[config.mk]
export PLATFORM = sky130hd
export DESIGN_NAME = mem_alu_sequencer_flat
export DESIGN_NICKNAME = d
export VERILOG_FILES = /design/src/rtl/mem_alu_sequencer_pkg.sv /design/src/rtl/mem_alu_sequencer_if.sv /design/src/rtl/mem_alu_sequencer_alu.sv /design/src/rtl/mem_alu_sequencer.sv /design/src/flat_wrapper.sv
export SDC_FILE = /design/constraint.sdc
export NUM_CORES = 1
export LEC_CHECK = 0
export BUFFER_PORTS_ARGS = -buffer_cell sky130_fd_sc_hd__buf_2
export CORE_MARGIN = 4
export CORE_UTILIZATION = 29
export DETAILED_ROUTE_END_ITERATION = 10
export MAX_ROUTING_LAYER = met4
export SLEW_MARGIN = 30
export SYNTH_ARGS = -nofsm -noshare
export SYNTH_HDL_FRONTEND = slang
export SYNTH_HIERARCHICAL = 1
export SYNTH_SLANG_ARGS = --single-unit
export TNS_END_PERCENT = 50
[constraint.sdc]
create_clock -name clk -period 5.91 [get_ports clk]
set_input_delay 0.2955 -clock clk [delete_from_list [all_inputs] [get_ports clk]]
set_output_delay 0.2955 -clock clk [all_outputs]
set_load 0.01 [all_outputs]
[src/rtl/mem_alu_sequencer_pkg.sv]
// Shared op codes and FSM state encoding for the load/compute/store sequencer.
package mem_seq_pkg;

  localparam logic [2:0] OP_ADD = 3'd0;
  localparam logic [2:0] OP_SUB = 3'd1;
  localparam logic [2:0] OP_AND = 3'd2;
  localparam logic [2:0] OP_OR  = 3'd3;
  localparam logic [2:0] OP_XOR = 3'd4;
  localparam logic [2:0] OP_NOT = 3'd5;
  localparam logic [2:0] OP_SHL = 3'd6;
  localparam logic [2:0] OP_SHR = 3'd7;

  typedef enum logic [2:0] {
    S_IDLE    = 3'd0,
    S_LOAD    = 3'd1,
    S_DRAIN   = 3'd2,
    S_COMPUTE = 3'd3,
    S_DONE    = 3'd4
  } state_t;

endpackage

[src/rtl/mem_alu_sequencer_if.sv]
// Synchronous SRAM port: master issues cs/we/addr/wdata, slave returns rdata one cycle after a read.
interface mem_alu_sequencer_if #(
  parameter int ADDR_W = 5,
  parameter int DATA_W = 8
);
  logic              mem_cs;
  logic              mem_we;
  logic [ADDR_W-1:0] mem_addr;
  logic [DATA_W-1:0] mem_wdata;
  logic [DATA_W-1:0] mem_rdata;

  modport master (
    output mem_cs, mem_we, mem_addr, mem_wdata,
    input  mem_rdata
  );

  modport slave (
    input  mem_cs, mem_we, mem_addr, mem_wdata,
    output mem_rdata
  );
endinterface

[src/rtl/mem_alu_sequencer_alu.sv]
// Two-operand ALU, results truncated to DATA_W.
// Latency: combinational. Backpressure: none.
module seq_alu
  import mem_seq_pkg::*;
#(
  parameter int DATA_W = 8
) (
  input  logic [2:0]        op,
  input  logic [DATA_W-1:0] a,
  input  logic [DATA_W-1:0] b,
  output logic [DATA_W-1:0] y
);

  always_comb begin
    y = '0;
    case (op)
      OP_ADD: y = a + b;
      OP_SUB: y = a - b;
      OP_AND: y = a & b;
      OP_OR:  y = a | b;
      OP_XOR: y = a ^ b;
      OP_NOT: y = ~a;
      OP_SHL: y = {a[DATA_W-2:0], 1'b0};
      OP_SHR: y = {1'b0, a[DATA_W-1:1]};
      default: y = '0;
    endcase
  end

endmodule

[src/rtl/mem_alu_sequencer.sv]
// Loads N_WORDS from SRAM, applies the ALU to each register pair, writes N_WORDS/2 results back.
// Latency: N_WORDS + 1 + N_WORDS/2 + 1 busy cycles. Backpressure: none; start is ignored while busy.
module mem_alu_sequencer
  import mem_seq_pkg::*;
#(
  parameter int DATA_W  = 8,
  parameter int ADDR_W  = 5,
  parameter int N_WORDS = 8,
  parameter int IDX_W   = $clog2(N_WORDS)
) (
  input  logic               clk,
  input  logic               reset,
  input  logic               start,
  input  logic [ADDR_W-1:0]  src_base,
  input  logic [ADDR_W-1:0]  dst_base,
  input  logic [2:0]         op_cfg,
  input  logic               op_mode,
  output logic               busy,
  output logic               done,
  mem_alu_sequencer_if.master mem,
  input  logic [IDX_W-1:0]   dbg_idx,
  output logic [DATA_W-1:0]  dbg_data
);

  if (N_WORDS < 2 || (N_WORDS % 2) != 0) begin : g_bad_n_words
    $error("mem_alu_sequencer: N_WORDS must be even and at least 2");
  end
  if (DATA_W < 2) begin : g_bad_data_w
    $error("mem_alu_sequencer: DATA_W must be at least 2");
  end

  localparam logic [IDX_W-1:0] LAST_LOAD = IDX_W'(N_WORDS - 1);
  localparam logic [IDX_W-1:0] LAST_PAIR = IDX_W'(N_WORDS / 2 - 1);

  state_t            state_q, state_n;
  logic [IDX_W-1:0]  cnt_q, cnt_n, cnt_inc, cnt_dec;
  logic [ADDR_W-1:0] src_q, dst_q;
  logic [2:0]        op_q, op_n, op_step;
  logic              mode_q;

  logic              cs_q, cs_n, we_q, we_n;
  logic [ADDR_W-1:0] addr_q, addr_n;
  logic [DATA_W-1:0] wdata_q, wdata_n;
  logic              busy_q, busy_n, done_q, done_n;

  logic [DATA_W-1:0] rf [N_WORDS];

  logic [IDX_W-1:0]  k_sel, idx_a, idx_b;
  logic [2:0]        alu_op;
  logic [DATA_W-1:0] alu_a, alu_b, alu_y;

  assign cnt_inc = cnt_q + IDX_W'(1);
  assign cnt_dec = cnt_q - IDX_W'(1);
  assign op_step = mode_q ? op_q + 3'd1 : op_q;

  // The write data for a pair is registered one cycle ahead of its write, so the
  // operands are those of the pair about to be written. In DRAIN the top register
  // is still in flight, so it is taken straight from the SRAM read port.
  always_comb begin
    k_sel  = (state_q == S_COMPUTE) ? cnt_inc : '0;
    alu_op = (state_q == S_COMPUTE) ? op_step : op_q;
    idx_a  = IDX_W'({k_sel, 1'b0});
    idx_b  = idx_a | IDX_W'(1);
    alu_a  = rf[idx_a];
    alu_b  = (state_q == S_DRAIN && idx_b == LAST_LOAD) ? mem.mem_rdata : rf[idx_b];
  end

  seq_alu #(.DATA_W(DATA_W)) u_alu (
    .op (alu_op),
    .a  (alu_a),
    .b  (alu_b),
    .y  (alu_y)
  );

  always_comb begin
    state_n = state_q;
    cnt_n   = cnt_q;
    op_n    = op_q;
    cs_n    = 1'b0;
    we_n    = 1'b0;
    addr_n  = addr_q;
    wdata_n = wdata_q;
    busy_n  = 1'b0;
    done_n  = 1'b0;
    unique case (state_q)
      S_IDLE: begin
        if (start) begin
          state_n = S_LOAD;
          cnt_n   = '0;
          op_n    = op_cfg;
          cs_n    = 1'b1;
          addr_n  = src_base;
          busy_n  = 1'b1;
        end
      end
      S_LOAD: begin
        busy_n = 1'b1;
        if (cnt_q == LAST_LOAD) begin
          state_n = S_DRAIN;
        end else begin
          cnt_n  = cnt_inc;
          cs_n   = 1'b1;
          addr_n = src_q + ADDR_W'(cnt_inc);
        end
      end
      S_DRAIN: begin
        state_n = S_COMPUTE;
        cnt_n   = '0;
        busy_n  = 1'b1;
        cs_n    = 1'b1;
        we_n    = 1'b1;
        addr_n  = dst_q;
        wdata_n = alu_y;
      end
      S_COMPUTE: begin
        busy_n = 1'b1;
        if (cnt_q == LAST_PAIR) begin
          state_n = S_DONE;
          done_n  = 1'b1;
        end else begin
          cnt_n   = cnt_inc;
          op_n    = op_step;
          cs_n    = 1'b1;
          we_n    = 1'b1;
          addr_n  = dst_q + ADDR_W'(cnt_inc);
          wdata_n = alu_y;
        end
      end
      S_DONE: state_n = S_IDLE;
      default: state_n = S_IDLE;
    endcase
  end

  always_ff @(posedge clk) begin
    if (reset) begin
      state_q <= S_IDLE;
      cnt_q   <= '0;
      op_q    <= '0;
      mode_q  <= 1'b0;
      src_q   <= '0;
      dst_q   <= '0;
      cs_q    <= 1'b0;
      we_q    <= 1'b0;
      addr_q  <= '0;
      wdata_q <= '0;
      busy_q  <= 1'b0;
      done_q  <= 1'b0;
    end else begin
      state_q <= state_n;
      cnt_q   <= cnt_n;
      op_q    <= op_n;
      cs_q    <= cs_n;
      we_q    <= we_n;
      addr_q  <= addr_n;
      wdata_q <= wdata_n;
      busy_q  <= busy_n;
      done_q  <= done_n;
      if (state_q == S_IDLE && start) begin
        src_q  <= src_base;
        dst_q  <= dst_base;
        mode_q <= op_mode;
      end
    end
  end

  // Read data trails its request by one cycle, hence the i-1 write index.
  always_ff @(posedge clk) begin
    if (reset) begin
      rf <= '{default: '0};
    end else if (state_q == S_LOAD && cnt_q != '0) begin
      rf[cnt_dec] <= mem.mem_rdata;
    end else if (state_q == S_DRAIN) begin
      rf[LAST_LOAD] <= mem.mem_rdata;
    end
  end

  assign mem.mem_cs    = cs_q;
  assign mem.mem_we    = we_q;
  assign mem.mem_addr  = addr_q;
  assign mem.mem_wdata = wdata_q;
  assign busy          = busy_q;
  assign done          = done_q;
  assign dbg_data      = rf[dbg_idx];

endmodule

[src/flat_wrapper.sv]
// flat-port wrapper written by rule: the top's interface ports become plain ports
module mem_alu_sequencer_flat import mem_seq_pkg::*;
#(
  parameter int DATA_W  = 8,
  parameter int ADDR_W  = 5,
  parameter int N_WORDS = 8,
  parameter int IDX_W   = $clog2(N_WORDS)
)
  (clk, reset, start, src_base, dst_base, op_cfg, op_mode, busy, done, dbg_idx, dbg_data, mem_mem_cs, mem_mem_we, mem_mem_addr, mem_mem_wdata, mem_mem_rdata);
  mem_alu_sequencer_if #(.ADDR_W(ADDR_W), .DATA_W(DATA_W)) mem_i ();
  input  logic clk;
  input  logic reset;
  input  logic start;
  input  logic [ADDR_W-1:0] src_base;
  input  logic [ADDR_W-1:0] dst_base;
  input  logic [2:0] op_cfg;
  input  logic op_mode;
  output logic busy;
  output logic done;
  input  logic [IDX_W-1:0] dbg_idx;
  output logic [DATA_W-1:0] dbg_data;
  output wire logic [$bits(mem_i.mem_cs)-1:0] mem_mem_cs;
  output wire logic [$bits(mem_i.mem_we)-1:0] mem_mem_we;
  output wire logic [$bits(mem_i.mem_addr)-1:0] mem_mem_addr;
  output wire logic [$bits(mem_i.mem_wdata)-1:0] mem_mem_wdata;
  input wire logic [$bits(mem_i.mem_rdata)-1:0] mem_mem_rdata;
  assign mem_mem_cs = mem_i.mem_cs;
  assign mem_mem_we = mem_i.mem_we;
  assign mem_mem_addr = mem_i.mem_addr;
  assign mem_mem_wdata = mem_i.mem_wdata;
  assign mem_i.mem_rdata = mem_mem_rdata;
  mem_alu_sequencer #(.DATA_W(DATA_W), .ADDR_W(ADDR_W), .N_WORDS(N_WORDS), .IDX_W(IDX_W)) u_core (.clk(clk), .reset(reset), .start(start), .src_base(src_base), .dst_base(dst_base), .op_cfg(op_cfg), .op_mode(op_mode), .busy(busy), .done(done), .mem(mem_i), .dbg_idx(dbg_idx), .dbg_data(dbg_data));
endmodule
==> reports/metrics.cfg <==
[yosys]
yosys.cell_types.count=62
synth_top_area_cell=dfxtp_1
synth-compound-area-share_pct=13.61
netlist_area_um2=6437
synth-async-reset-ratio_pct=0
ys_seq_area_share_pct=31.41
ys_ff_latch=101
syn_avg_cell_area_um2=8.904
synth.area.mux_share_pct=21.40
syn_nets=786
yosys_warnings=6
synth_xor_area_share_pct=2.974
ys.flop_type=dfxtp_1
synthDominantCellAreaShare_pct=31.41
synth_top_family_by_area=multiplexers
synth_fa_ha_area_share_pct=7.036
synthTopCellsByArea=dfxtp_1 31%, mux2i_1 14%, ha_1 6.4%, nor2_1 6.1%, mux4_2 5.9%
synth_edf_count=0
yosys.area_share.simple_pct=18.08
synth_cells=723

[worst_setup_path]
end_kind=register
timing.rr.start=u_core/state_q[1]
arrival_ns=5.31
ff2ff_path_depth=18
worstPathMaxFanout=21
rr_endpoint=u_core/mem.mem_wdata[7]
worstPathRequired_ns=6.11
critical_path_class=register to register
r2r_slack_ns=0.81
start_kind=register

[routing]
via_count=5262
ant_nets=0
drt-initial-drc-count=470
dr.pass1.iters=5
drc_errors=0
avgRoutedWirePerCell_um=16.60
vias_per_cell=5.099
routed_wl_um=17140

[clock_network]
cts_hold_buffers=0
clock-root-buffer=clkbuf_16
cts_tree=built
clock_sinks=101
postCtsSetupBuffers=0
cts.path.max_buffers=2
insertion_delay_ns=0.36
cts.clk_slew.worst_paths_ns=0.07
cts_buffers=9
post_cts_resized=0
htree_levels=3

[timing]
tightest_slew_ns=0.9993
drv_slew=0
hold_violations=0
skew_ns=0.01388
setup_viol=0
fmax_ghz=0.1959
tns_ns=0
period_needed_ns=5.104
rsz0062_at_grt=no
fin_crit_sh_pct=86.36
slew_headroom_pct=33.38

[global_route]
grt_use_total_pct=14.37
grt_pass1_vias=5065
grt_overflow=0
grt_pass1_wl_um=27320
grt_max_degree=102
antenna_found_initial=0

[power_and_ir_drop]
switchingPower_w=0.0004824
power_frac_seq_pct=44.9
vdd_drop_max_v=0.0001055
p_leak_nw=3.112
pwr-share-comb_pct=17.4
power_density_nw_per_um2=220.1
internal_power_w=0.001111
swShare_pct=30.27
clock_power_share_pct=37.7

[layout]
finalNetCount=810
fillers=2239
area_delta_synth_final_pct=12.50
final_cell_count_no_fill=1032
drive_gt1_share_pct=17.82
antenna_cells=0

[min_path]
min_from=dst_base[0]
hold-path-endpoint=u_core/dst_q[0]
hold_class=primary input to register
min_path_cells=3

[place]
dp_cells=1014
hpwlAfterDp_um=12040
port_buffers=52
place_congestion=0.8361

[floorplan]
row_count=54
core-area_um2=21820
die_area_um2=24650
die_h_um=157.0
start_util_pct=29.50
ioPinCount=53
die_x_um=157.0

[outcome]
outcome=complete, no violations

[run]
drv_cap=0

==> worst max path at each step <==
stage | start | to | slack (ns) | cells after the start
floorplan | u_core/cnt_q[0] | u_core/mem.mem_wdata[7] | 1.40 | 19
global placement | u_core/state_q[1] | u_core/mem.mem_wdata[7] | 0.92 | 18
detailed placement | u_core/state_q[1] | u_core/mem.mem_wdata[7] | 0.81 | 18
CTS | u_core/state_q[1] | u_core/mem.mem_wdata[7] | 0.80 | 18
global route | u_core/state_q[1] | u_core/mem.mem_wdata[7] | 0.47 | 18
finish | u_core/state_q[1] | u_core/mem.mem_wdata[7] | 0.81 | 18
==> metrics by stage <==
step / instance area, um2 / util, % / total power (W) / setup WS [ns] / hold WS, ns
2_1_floorplan: 6437 / - / 0.0009366 / 1.396 / 0.4315
3_3_place_gp: 6917 / 31.69 / 0.001003 / 0.9178 / 0.4396
3_5_place_dp: 6929 / 31.75 / 0.001007 / 0.8132 / 0.4443
4_1_cts: 7232 / 33.14 / 0.001610 / 0.7967 / 0.1651
5_1_grt: 7242 / 33.18 / 0.001672 / 0.4684 / 0.1648
6_report: 7242 / 33.18 / 0.001594 / 0.8060 / 0.1747
==> power groups by stage <==
stage	clock network, W	registers [W]	logic [W]
2_1_floorplan	0	0.000727	0.000209
3_3_place_gp	0	0.000731	0.000272
3_5_place_dp	0	0.000732	0.000276
4_1_cts	0.000617	0.000715	0.000277
5_1_grt	0.000645	0.000718	0.000308
6_report	0.000601	0.000715	0.000277
==> final cells by class <==
cell class / count / area (um2) / share of cell area, %
clock buffers: 9 / 225.2 / 3.110
inverters: 29 / 108.9 / 1.503
well taps: 280 / 350.3 / 4.838
repair buffers: 66 / 366.6 / 5.062
clock inverters: 7 / 77.57 / 1.071
flip-flops and latches: 101 / 2022 / 27.92
multi-input cells: 540 / 4091 / 56.50
==> state kept, by name (all words and copies together) (netlist names) <==
name                  cells
u_core/busy               1
u_core/cnt_q              3
u_core/done               1
u_core/dst_q              5
u_core/mem.mem_addr       5
u_core/mem.mem_cs         1
u_core/mem.mem_wdata      8
u_core/mem.mem_we         1
u_core/mode_q             1
u_core/op_q               3
u_core/rf                64
u_core/src_q              5
u_core/state_q            3
==> cell families after synthesis <==
group / Yosys count
fa+ha+maj: 35
mux: 115
flops: 101
simple gates: 238
buf+inv: 82
xor+xnor: 21
compound gates: 131
==> cells in the final DEF (no fill, tap or decap), drive strengths merged, types with 2 or more instances in the layout <==
cell    count
nor2b       5
a21o        6
nand3b      7
o221ai      3
clkbuf     11
ha         33
mux2       11
o22ai      16
nand2b     10
xnor2      15
xor2        6
o211ai      3
inv        31
a41oi       2
fa          2
a211oi      2
nor3b       4
nand3      15
a31oi       3
a221o       2
mux4       17
a22oi       2
nand2      70
nor2      109
dfxtp     101
a21oi      51
o21ai      16
clkinv      5
a221oi     18
mux2i      87
and3        3
buf        64
nor3        8
==> worst max-delay path, cell delays in order, from the launching register on <==
cell and delay [ns]:
dfxtp_1 0.71, nor2b_1 0.20, buf_4 0.20, nand3_2 0.48, mux2i_1 0.27, a221oi_1 0.67, inv_1 0.16, ha_1 0.25
and3_1 0.19, a31oi_1 0.19, xnor2_1 0.09, ha_1 0.37, a21o_1 0.17, a31o_1 0.18, a41o_1 0.21, xnor2_1 0.13
a221o_1 0.34, nand3_1 0.07, a21oi_1 0.07
==> Yosys cell counts (2+ instances only) <==
cell      count
a211oi_1      2
a21o_1        6
a21oi_1      50
a221o_1       2
a221oi_1     18
a22oi_1       2
a31oi_1       3
a41oi_4       2
and3_1        3
buf_1         4
buf_2        10
buf_4         3
buf_6         3
clkbuf_1     33
dfxtp_1     101
fa_1          2
ha_1         33
inv_1        27
inv_2         2
mux2_2       11
mux2i_1      87
mux4_2       17
nand2_1      68
nand2_2       2
nand2b_1      9
nand3_1      12
nand3_4       2
nand3b_1      7
nor2_1      105
nor2_4        2
nor2_8        2
nor2b_1       5
nor3_1        6
nor3b_1       2
nor3b_4       2
o211ai_1      3
o21ai_0       8
o21ai_1       8
o221ai_1      3
o22ai_1      16
xnor2_1      14
xor2_1        6
==> metal layers <==
metal / vias to the layer above / wire (um) / GRT usage [%]
met5: - / 0 / -
met4: 0 / 338 / 4.504
met3: 25 / 774 / 2.255
met2: 117 / 8173 / 22.87
met1: 2529 / 7849 / 18.80
li1: 2591 / - / -
No activity file was read; power rests on OpenSTA's default activity.
